## config.mk

```make
export PLATFORM = sky130hd
export DESIGN_NAME = pcie_ss_ctrl_arb
export DESIGN_NICKNAME = d
export VERILOG_FILES = /design/src/rtl/pcie_ss_ctrl_arb.sv
export SDC_FILE = /design/constraint.sdc
export NUM_CORES = 1
export LEC_CHECK = 0
export BUFFER_PORTS_ARGS = -buffer_cell sky130_fd_sc_hd__buf_4
export CAP_MARGIN = 20
export CORE_ASPECT_RATIO = 1.75
export CORE_UTILIZATION = 54
export DETAILED_ROUTE_END_ITERATION = 6
export HOLD_SLACK_MARGIN = 0.15
export MAX_ROUTING_LAYER = met4
export PLACE_DENSITY = 0.8
export SLEW_MARGIN = 20
export SYNTH_ARGS = -nofsm -noshare
export SYNTH_HDL_FRONTEND = slang
export SYNTH_SLANG_ARGS = --single-unit
export TNS_END_PERCENT = 30
```

## constraint.sdc

```tcl
create_clock -name clk -period 3.85 [get_ports clk]
set_input_delay 0.385 -clock clk [delete_from_list [all_inputs] [get_ports clk]]
set_output_delay 0.385 -clock clk [all_outputs]
set_load 0.01 [all_outputs]
```

## src/rtl/pcie_ss_ctrl_arb.sv

```systemverilog
// Round-robin arbiter and sequencer for the PCIe subsystem sideband control port.
// Each requester has a one-entry buffer, and each grant runs as one command/ack transaction with a completion timeout.
module pcie_ss_ctrl_arb #(
  parameter int NUM_REQ        = 2,
  parameter int TIMEOUT_CYCLES = 1024
) (
  input  logic                    clk,
  input  logic                    rst_n,
  input  logic [NUM_REQ-1:0]      i_req_valid,
  output logic [NUM_REQ-1:0]      o_req_ready,
  input  logic [2*NUM_REQ-1:0]    i_req_cmd,
  input  logic [18*NUM_REQ-1:0]   i_req_addr,
  input  logic [32*NUM_REQ-1:0]   i_req_wdata,
  output logic [NUM_REQ-1:0]      o_req_done,
  output logic                    o_req_err,
  output logic [31:0]             o_req_rdata,
  output logic [1:0]              o_ss_ctrl_cmd,
  output logic [17:0]             o_ss_ctrl_addr,
  output logic [31:0]             o_ss_ctrl_writedata,
  input  logic [31:0]             i_ss_readdata,
  input  logic                    i_ss_ack,
  output logic                    o_busy,
  output logic [15:0]             o_timeout_cnt
);

  localparam int          RW        = (NUM_REQ > 1) ? $clog2(NUM_REQ) : 1;
  localparam logic [RW:0] NUM_REQ_W = (RW+1)'(NUM_REQ);
  localparam logic [31:0] TMO_LAST  = 32'(TIMEOUT_CYCLES - 1);
  localparam logic [1:0]  CMD_IDLE  = 2'b00;
  localparam logic [1:0]  CMD_WR    = 2'b01;
  localparam logic [1:0]  CMD_RD    = 2'b10;

  typedef enum logic [1:0] {
    ST_IDLE = 2'b00,
    ST_BUSY = 2'b01,
    ST_GAP  = 2'b10
  } state_t;

  state_t               state_r;
  logic [NUM_REQ-1:0]   pending_r;
  logic [NUM_REQ-1:0]   ready_r;
  logic [NUM_REQ-1:0]   done_r;
  logic                 err_r;
  logic [31:0]          rdata_r;
  logic [1:0]           ss_cmd_r;
  logic [17:0]          ss_addr_r;
  logic [31:0]          ss_wdata_r;
  logic                 busy_r;
  logic [15:0]          tocnt_r;
  logic [31:0]          timer_r;
  logic [RW-1:0]        rr_r;
  logic [RW-1:0]        grant_r;
  logic [1:0]           slot_cmd_r   [NUM_REQ];
  logic [17:0]          slot_addr_r  [NUM_REQ];
  logic [31:0]          slot_wdata_r [NUM_REQ];

  logic                 found_s;
  logic [RW-1:0]        pick_s;
  logic [NUM_REQ-1:0]   pending_nxt_s;

  function automatic logic [RW-1:0] rr_idx(input logic [RW-1:0] base, input int off);
    logic [RW:0] sum;
    sum = {1'b0, base} + off[RW:0];
    if (sum >= NUM_REQ_W) begin
      sum = sum - NUM_REQ_W;
    end else begin
      sum = sum;
    end
    return sum[RW-1:0];
  endfunction

  function automatic logic cmd_legal(input logic [1:0] c);
    case (c)
      CMD_WR, CMD_RD: return 1'b1;
      default:        return 1'b0;
    endcase
  endfunction

  // Round-robin search: first pending slot at or after rr, in modulo order.
  always_comb begin
    found_s = 1'b0;
    pick_s  = {RW{1'b0}};
    for (int k = 0; k < NUM_REQ; k++) begin
      if (!found_s && pending_r[rr_idx(rr_r, k)]) begin
        found_s = 1'b1;
        pick_s  = rr_idx(rr_r, k);
      end else begin
        found_s = found_s;
      end
    end
  end

  // Next pending vector: set on acceptance, cleared for the granted slot at the end of GAP.
  always_comb begin
    pending_nxt_s = pending_r;
    for (int i = 0; i < NUM_REQ; i++) begin
      pending_nxt_s[i] = (pending_r[i] | (i_req_valid[i] & ready_r[i])) &
                         ~((state_r == ST_GAP) && (grant_r == RW'(i)));
    end
  end

  // Request buffers, arbitration pointer and the transaction FSM with registered outputs.
  always_ff @(posedge clk) begin
    if (!rst_n) begin
      state_r    <= ST_IDLE;
      pending_r  <= {NUM_REQ{1'b0}};
      ready_r    <= {NUM_REQ{1'b1}};
      done_r     <= {NUM_REQ{1'b0}};
      err_r      <= 1'b0;
      rdata_r    <= 32'h0000_0000;
      ss_cmd_r   <= CMD_IDLE;
      ss_addr_r  <= 18'h0_0000;
      ss_wdata_r <= 32'h0000_0000;
      busy_r     <= 1'b0;
      tocnt_r    <= 16'h0000;
      timer_r    <= 32'h0000_0000;
      rr_r       <= {RW{1'b0}};
      grant_r    <= {RW{1'b0}};
      for (int i = 0; i < NUM_REQ; i++) begin
        slot_cmd_r[i]   <= 2'b00;
        slot_addr_r[i]  <= 18'h0_0000;
        slot_wdata_r[i] <= 32'h0000_0000;
      end
    end else begin
      pending_r <= pending_nxt_s;
      ready_r   <= ~pending_nxt_s;
      done_r    <= {NUM_REQ{1'b0}};
      for (int i = 0; i < NUM_REQ; i++) begin
        if (i_req_valid[i] && ready_r[i]) begin
          slot_cmd_r[i]   <= i_req_cmd[2*i +: 2];
          slot_addr_r[i]  <= i_req_addr[18*i +: 18];
          slot_wdata_r[i] <= i_req_wdata[32*i +: 32];
        end
      end
      case (state_r)
        ST_IDLE: begin
          if (found_s) begin
            grant_r <= pick_s;
            rr_r    <= rr_idx(pick_s, 32'sd1);
            busy_r  <= 1'b1;
            if (cmd_legal(slot_cmd_r[pick_s])) begin
              ss_cmd_r   <= slot_cmd_r[pick_s];
              ss_addr_r  <= slot_addr_r[pick_s];
              ss_wdata_r <= slot_wdata_r[pick_s];
              timer_r    <= 32'h0000_0000;
              state_r    <= ST_BUSY;
            end else begin
              // Illegal command completes with an error and never reaches the bus.
              err_r          <= 1'b1;
              rdata_r        <= 32'h0000_0000;
              done_r[pick_s] <= 1'b1;
              state_r        <= ST_GAP;
            end
          end
        end
        ST_BUSY: begin
          if (i_ss_ack) begin
            rdata_r         <= (ss_cmd_r == CMD_RD) ? i_ss_readdata : 32'h0000_0000;
            err_r           <= 1'b0;
            done_r[grant_r] <= 1'b1;
            ss_cmd_r        <= CMD_IDLE;
            state_r         <= ST_GAP;
          end else if (timer_r == TMO_LAST) begin
            rdata_r         <= 32'hFFFF_FFFF;
            err_r           <= 1'b1;
            done_r[grant_r] <= 1'b1;
            ss_cmd_r        <= CMD_IDLE;
            state_r         <= ST_GAP;
            if (tocnt_r != 16'hFFFF) begin
              tocnt_r <= tocnt_r + 16'd1;
            end
          end else begin
            timer_r <= timer_r + 32'd1;
          end
        end
        ST_GAP: begin
          busy_r  <= 1'b0;
          state_r <= ST_IDLE;
        end
        default: begin
          ss_cmd_r <= CMD_IDLE;
          busy_r   <= 1'b0;
          state_r  <= ST_IDLE;
        end
      endcase
    end
  end

  assign o_req_ready         = ready_r;
  assign o_req_done          = done_r;
  assign o_req_err           = err_r;
  assign o_req_rdata         = rdata_r;
  assign o_ss_ctrl_cmd       = ss_cmd_r;
  assign o_ss_ctrl_addr      = ss_addr_r;
  assign o_ss_ctrl_writedata = ss_wdata_r;
  assign o_busy              = busy_r;
  assign o_timeout_cnt       = tocnt_r;

endmodule
```

After elaboration in Yosys (flattened, before gate mapping)
Memory sizes are Yosys's and may differ from the RTL's. A register that Yosys moved wholly into a read port is not among the register bits.
Cells that the tools add are included.
{"block": "totals", "register_bits": 94, "ramBits": 104, "inputBits": 141, "output_inout_bits": 106, "wordCells": 149, "mem_count": 3}
{"block": "op_classes", "add_sub_neg": 7, "n_lt_le_gt_ge": 9, "n_eq_ne": 13, "muxes": 65, "bitwise_logic": 19, "n_reduce_logical": 21}
{"name": "slot_wdata_r", "depth": 2, "width": 32, "rd": 1, "rd_clocked_by_memory_dff": 1, "write_ports": 2, "line": "55", "source": "logic [31:0] slot_wdata_r [NUM_REQ];"}
{"name": "slot_addr_r", "depth": 2, "width": 18, "rd": 1, "rd_clocked_by_memory_dff": 1, "write_ports": 2, "line": "54", "source": "logic [17:0] slot_addr_r [NUM_REQ];"}
{"name": "slot_cmd_r", "depth": 2, "width": 2, "rd": 1, "rd_clocked_by_memory_dff": 0, "write_ports": 2, "line": "53", "source": "logic [1:0] slot_cmd_r [NUM_REQ];"}
{"cell": "$mux W32", "n": 11}
{"cell": "$pmux W32 S2", "n": 2}
{"cell": "$mux W18", "n": 2}
{"cell": "$add A32 B1 Y32 const B", "n": 1}
{"cell": "$eq A32 B10 Y1 const B", "n": 1}
{"cell": "$mux W1", "n": 29}
{"cell": "$mux W2", "n": 14}
{"cell": "$add A16 B1 Y16 const B", "n": 1}
{"cell": "$ne A16 B16 Y1 const B", "n": 1}
{"cell": "$reduce_and A4 Y1", "n": 3}
{"cell": "$ne A2 B2 Y1 const B", "n": 5}
{"cell": "$lt A1 B2 Y1 const B", "n": 4}
{"cell": "$or A1 B1 Y1", "n": 8}
{"cell": "$pmux W2 S2", "n": 2}
{"cell": "$logic_and A1 B1 Y1", "n": 7}
{"cell": "$eq A2 B2 Y1 const B", "n": 3}
{"cell": "$not A1 Y1", "n": 6}
{"cell": "$pmux W2 S3", "n": 1}
{"cell": "$reduce_and A2 Y1", "n": 3}
{"cell": "$reduce_and A5 Y1", "n": 1}
{"cell": "$add A1 B1 Y2 const B", "n": 2}
{"cell": "$and A1 B1 Y1", "n": 4}
{"cell": "$eq A2 B1 Y1 const B", "n": 2}
{"cell": "$ge A2 B2 Y1 const B", "n": 2}
{"cell": "other kinds (12)", "n": 19}

Depth between registers and ports, before layout
An unclocked memory read counts as a cell.
{"block": "depth", "ltp_word": 18, "ltp_mapped": 11, "mapped_depth_nobuf": 7}

Worst setup path after synthesis
Ideal clock, no wire load.
{"block": "synth_timing", "path_kind": "input to register", "from": "in rst_n", "to": "mem slot_addr_r[1][0] (enable)", "setup_ps": 610, "arrival_ps": 2175, "required_time_ps": 3240, "slack_ps": 1065, "stages": 4, "n_path_buf": 3, "path_cell_list": "clkbuf_1 > clkbuf_1 > buf_1 > nand2_1"}
{"element": "start, declared", "line": "8", "source": "input logic rst_n,"}
{"element": "end, declared", "line": "54"}

Final worst setup path
{"block": "layout_timing", "from": "reg timer_r[0]", "to": "reg rdata_r[25] (netlist: o_req_rdata[25])"}
{"block": "layout_via", "elab_chain_len": 3}
{"element": "start, declared", "line": "50", "source": "logic [31:0] timer_r;"}
{"element": "start signal, assigned", "line": "173", "source": "timer_r <= timer_r + 32'd1;"}
{"element": "$eq A32 B10 Y1", "line": "163", "source": "end else if (timer_r == TMO_LAST) begin"}
{"element": "$ne A3 B3 Y1 (no line)"}
{"element": "$reduce_and A4 Y1 (no line)"}
{"element": "end signal, assigned", "line": "158", "source": "rdata_r <= (ss_cmd_r == CMD_RD) ? i_ss_readdata : 32'h0000_0000;"}
{"element": "end, declared", "line": "44", "source": "logic [31:0] rdata_r;"}
No other way between the ends.
A chain may end at the register's enable or synchronous reset.

==> results.md <==
- Synth area leaders: edfxtp_1 30%, dfxtp_1 27%, mux2i_1 8.4%, and2_1 6.2%, nand2_1 3.9%
- Synth Area in Compound Gates: 10.6%
- Antenna violations before repair: 0
- Post-Synth XOR/XNOR Area: 0.832%
- Core box area: 0.0191 sq mm
- Sw Ratio: 25.0%
- Synth-to-layout area growth: 29.3%
- Cell Int Power: 5.15 mW
- ANT nets after route: 0
- Final TNS setup: 0 ns
- Skew-Pair Late Insertion Delay: 0.50 ns
- Final worst slack: 0.690 ns
- H-tree Lvls: 1
- WP data required: 4.27 ns
- Fraction of the mapped netlist area in simple logic gates: 19.9%
- Relative slew slack: 33.5%
- Post-CTS setup buffer count: 0
- Seq/Total Area, Yosys: 57.1%
- DRT Pass-1 Iters: 4
- Sw Pwr: 1.72 mW
- Die Area: 0.0201 sq mm
- Vias in the first global route: 8095
- Post-route DRC: 0
- Hold Path Class: in2reg
- Setup-failing EPs final: 0
- Clock-pin slew on the worst setup and hold paths: 0.07 ns
- Worst r2r dst: o_req_rdata[25]
- Flops & latches, synth: 248
- Commonest non-fill, non-tap cell in the layout: buf_4
- Worst Hold End: slot_addr_r[1][5]
- Rows: 67
- CTS tree: done
- Least-Margin Pin Slew: 0.994 ns
- Chip Height: 187 um
- Place WS: 0.763 ns
- Worst Hold Launch: i_req_addr[23]
- Startpoint types: flip-flop
- Type of the worst setup path: reg2reg
- TritonCTS buffer count: 23
- Die Wd: 108 um
- Final #Nets: 1368
- CP startpoint: timer_r[0]
- Post-Synth Adder-Cell Area: 0.238%
- Dominant cell type by area after synthesis: edfxtp_1
- Cell area after synthesis: 0.0105 sq mm
- Register share of total power: 45.4%
- Ports: 247
- Fin crit share: 82.1%
- Worst Skew: 0.0156 ns
- Synth Area per Inst: 10.6 sq um
- Top-area cell type share of the netlist area: 29.7%
- Peak Freq: 316 MHz
- Syn nets: 1138
- Initial Util: 55.1%
- Clock Sinks: 248
- Main combinational cell family by area after synthesis: simple AND/OR/NAND/NOR gates
- Hold Slack: 0.160 ns
- Unrepaired setup endpoints after global routing: no
- Comb power frac: 16.5%
- Clock Tree Buf Depth: 3
- Routability Congestion: 0.918
- Clock power share: 38.1%
- First-pass GRT wire length: 39400 um
- Signal arrival time at the worst endpoint: 3.58 ns
- Mux contribution to synthesized area: 8.48%
- DPL Wire Length: 16500 um
- Min cycle time layout: 3.16 ns
- Port Buf Inserts: 246
- Max FO, Critical Path: 25
- Worst r2r src: timer_r[0]
- Maximum vdd ir drop: 0.418 mV
- Detailed Route WL: 24600 um
- Fin. Hold Viols: 0
- Proportion of layout cells with a drive suffix above 1: 24.7%
- Tot Pwr: 6.87 mW
- Crit. End Element: flip-flop
- Pins over their slew limit: 0
- Vias per inst: 5.49
- Post-CTS sizing: 0
- Ys Warns: 0
- Max cap viols: 0
- Root Buffer: clkbuf_16
- Avg WL per Cell: 16.6 um
- Leakage power: 5.61 nW
- R2R depth: 8
- Netlist cell types: 44
- Antenna diode count: 0
- DR vias: 8138
- Status: complete, no violations
- Reg-to-reg slack, setup: 0.69 ns
- Cell area power density: 505 mW/mm^2
- Final Non-Filler Cells: 1482
- Largest net degree at the start of global routing: 106
- Global route total overflow: 0
- Total GRT Usage: 25.1%
- Hold_buf cts: 18
- Commonest non-fill, non-tap cells in the layout: 254 x buf_4, 144 x dfxtp_1, 104 x nand2_1, 104 x and2_1, 104 x edfxtp_1
- Hold depth: 2
- Placed Cells: 1422
- 1st-iter DRT viols: 333
- Synth Instances: 995
[routing by layer]
layer / up-vias / GRT usage (%) / routed length, um
li1: 4020 / - / -
met1: 3798 / 26.6 / 9050
met2: 247 / 45.0 / 13100
met3: 73 / 3.46 / 1200
met4: 0 / 12.0 / 1200
met5: - / - / 0
[per-stage QoR]
stage / cell area, sq um / util, %
after floorplan: 10500 / -
after global placement: 12500 / 65.5
after detailed placement: 12500 / 65.6
after CTS: 13600 / 71.1
after global routing: 13600 / 71.2
final: 13600 / 71.2
[synthesized netlist by cell type, drive strengths merged]
cell type / number
o31ai: 13
and4: 6
a211oi: 50
or3: 17
and2: 104
buf: 12
dfxtp: 144
nor2: 71
o21bai: 1
nor3: 8
nor2b: 3
o2111ai: 1
or4: 23
nor3b: 1
ha: 2
mux2i: 88
and3: 11
inv: 8
nand2b: 10
o21ai: 18
edfxtp: 104
nand2: 108
mux2: 1
a21oi: 38
clkbuf: 57
o21a: 1
xnor2: 7
xor2: 3
a21o: 32
nand3: 18
a2bb2oi: 2
nand3b: 1
nand4: 11
o22a: 1
o211ai: 8
a311oi: 1
nor4: 11
[power groups by stage]
stage          Combinational, mW  Sequential [mW]  Clock (mW)
2_1_floorplan              0.612             3.20           0
3_3_place_gp                1.09             3.16           0
3_5_place_dp                1.12             3.18           0
4_1_cts                     1.14             3.12        2.65
5_1_grt                     1.24             3.15        2.76
6_report                    1.13             3.12        2.62
[area by class of cell]
type | instances | area (sq um)
flip-flops and latches | 248 | 6010
fillers | 1412 | 5500
multi-input cells | 670 | 4270
repair buffers | 274 | 2120
clock buffers | 25 | 614
well taps | 241 | 302
clock inverters | 16 | 268
inverters | 8 | 30.0
[worst max-delay path, stage by stage, from the launching register on]
cell and delay [ns]:
dfxtp_1 0.40, ha_1 0.22, and4_1 0.36, nand3_1 0.13, nor4_1 0.57, o21ai_0 0.35, o21ai_4 0.45, buf_4 0.35
mux2i_1 0.24
[kinds of logic after synthesis]
logic type,Yosys count
AND/OR/NAND/NOR,403
flip-flops,248
buffers and inverters,77
XOR/XNOR,10
multiplexers,89
adder cells (fa/ha/maj),2
AO/OA/AOI/OAI,166
[worst max path at each step]
stage | endpoint | depth (start not counted)
after CTS | o_req_rdata[25] | 8
after floorplan | slot_addr_r[1][0] | 4
after global placement | o_req_rdata[30] | 8
after detailed placement | o_req_rdata[28] | 8
after global routing | o_req_rdata[25] | 8
final | o_req_rdata[25] | 8
[flip-flops by register name, summed over array words and instances, names as in the netlist, 4 cells and up]
| name | flops |
|---|---|
| timer_r | 32 |
| slot_cmd_r | 4 |
| o_req_rdata | 32 |
| slot_wdata_r | 64 |
| o_timeout_cnt | 16 |
| slot_addr_r | 36 |
| o_ss_ctrl_addr | 18 |
| o_ss_ctrl_writedata | 32 |
Power figures use the tool's default switching activity.
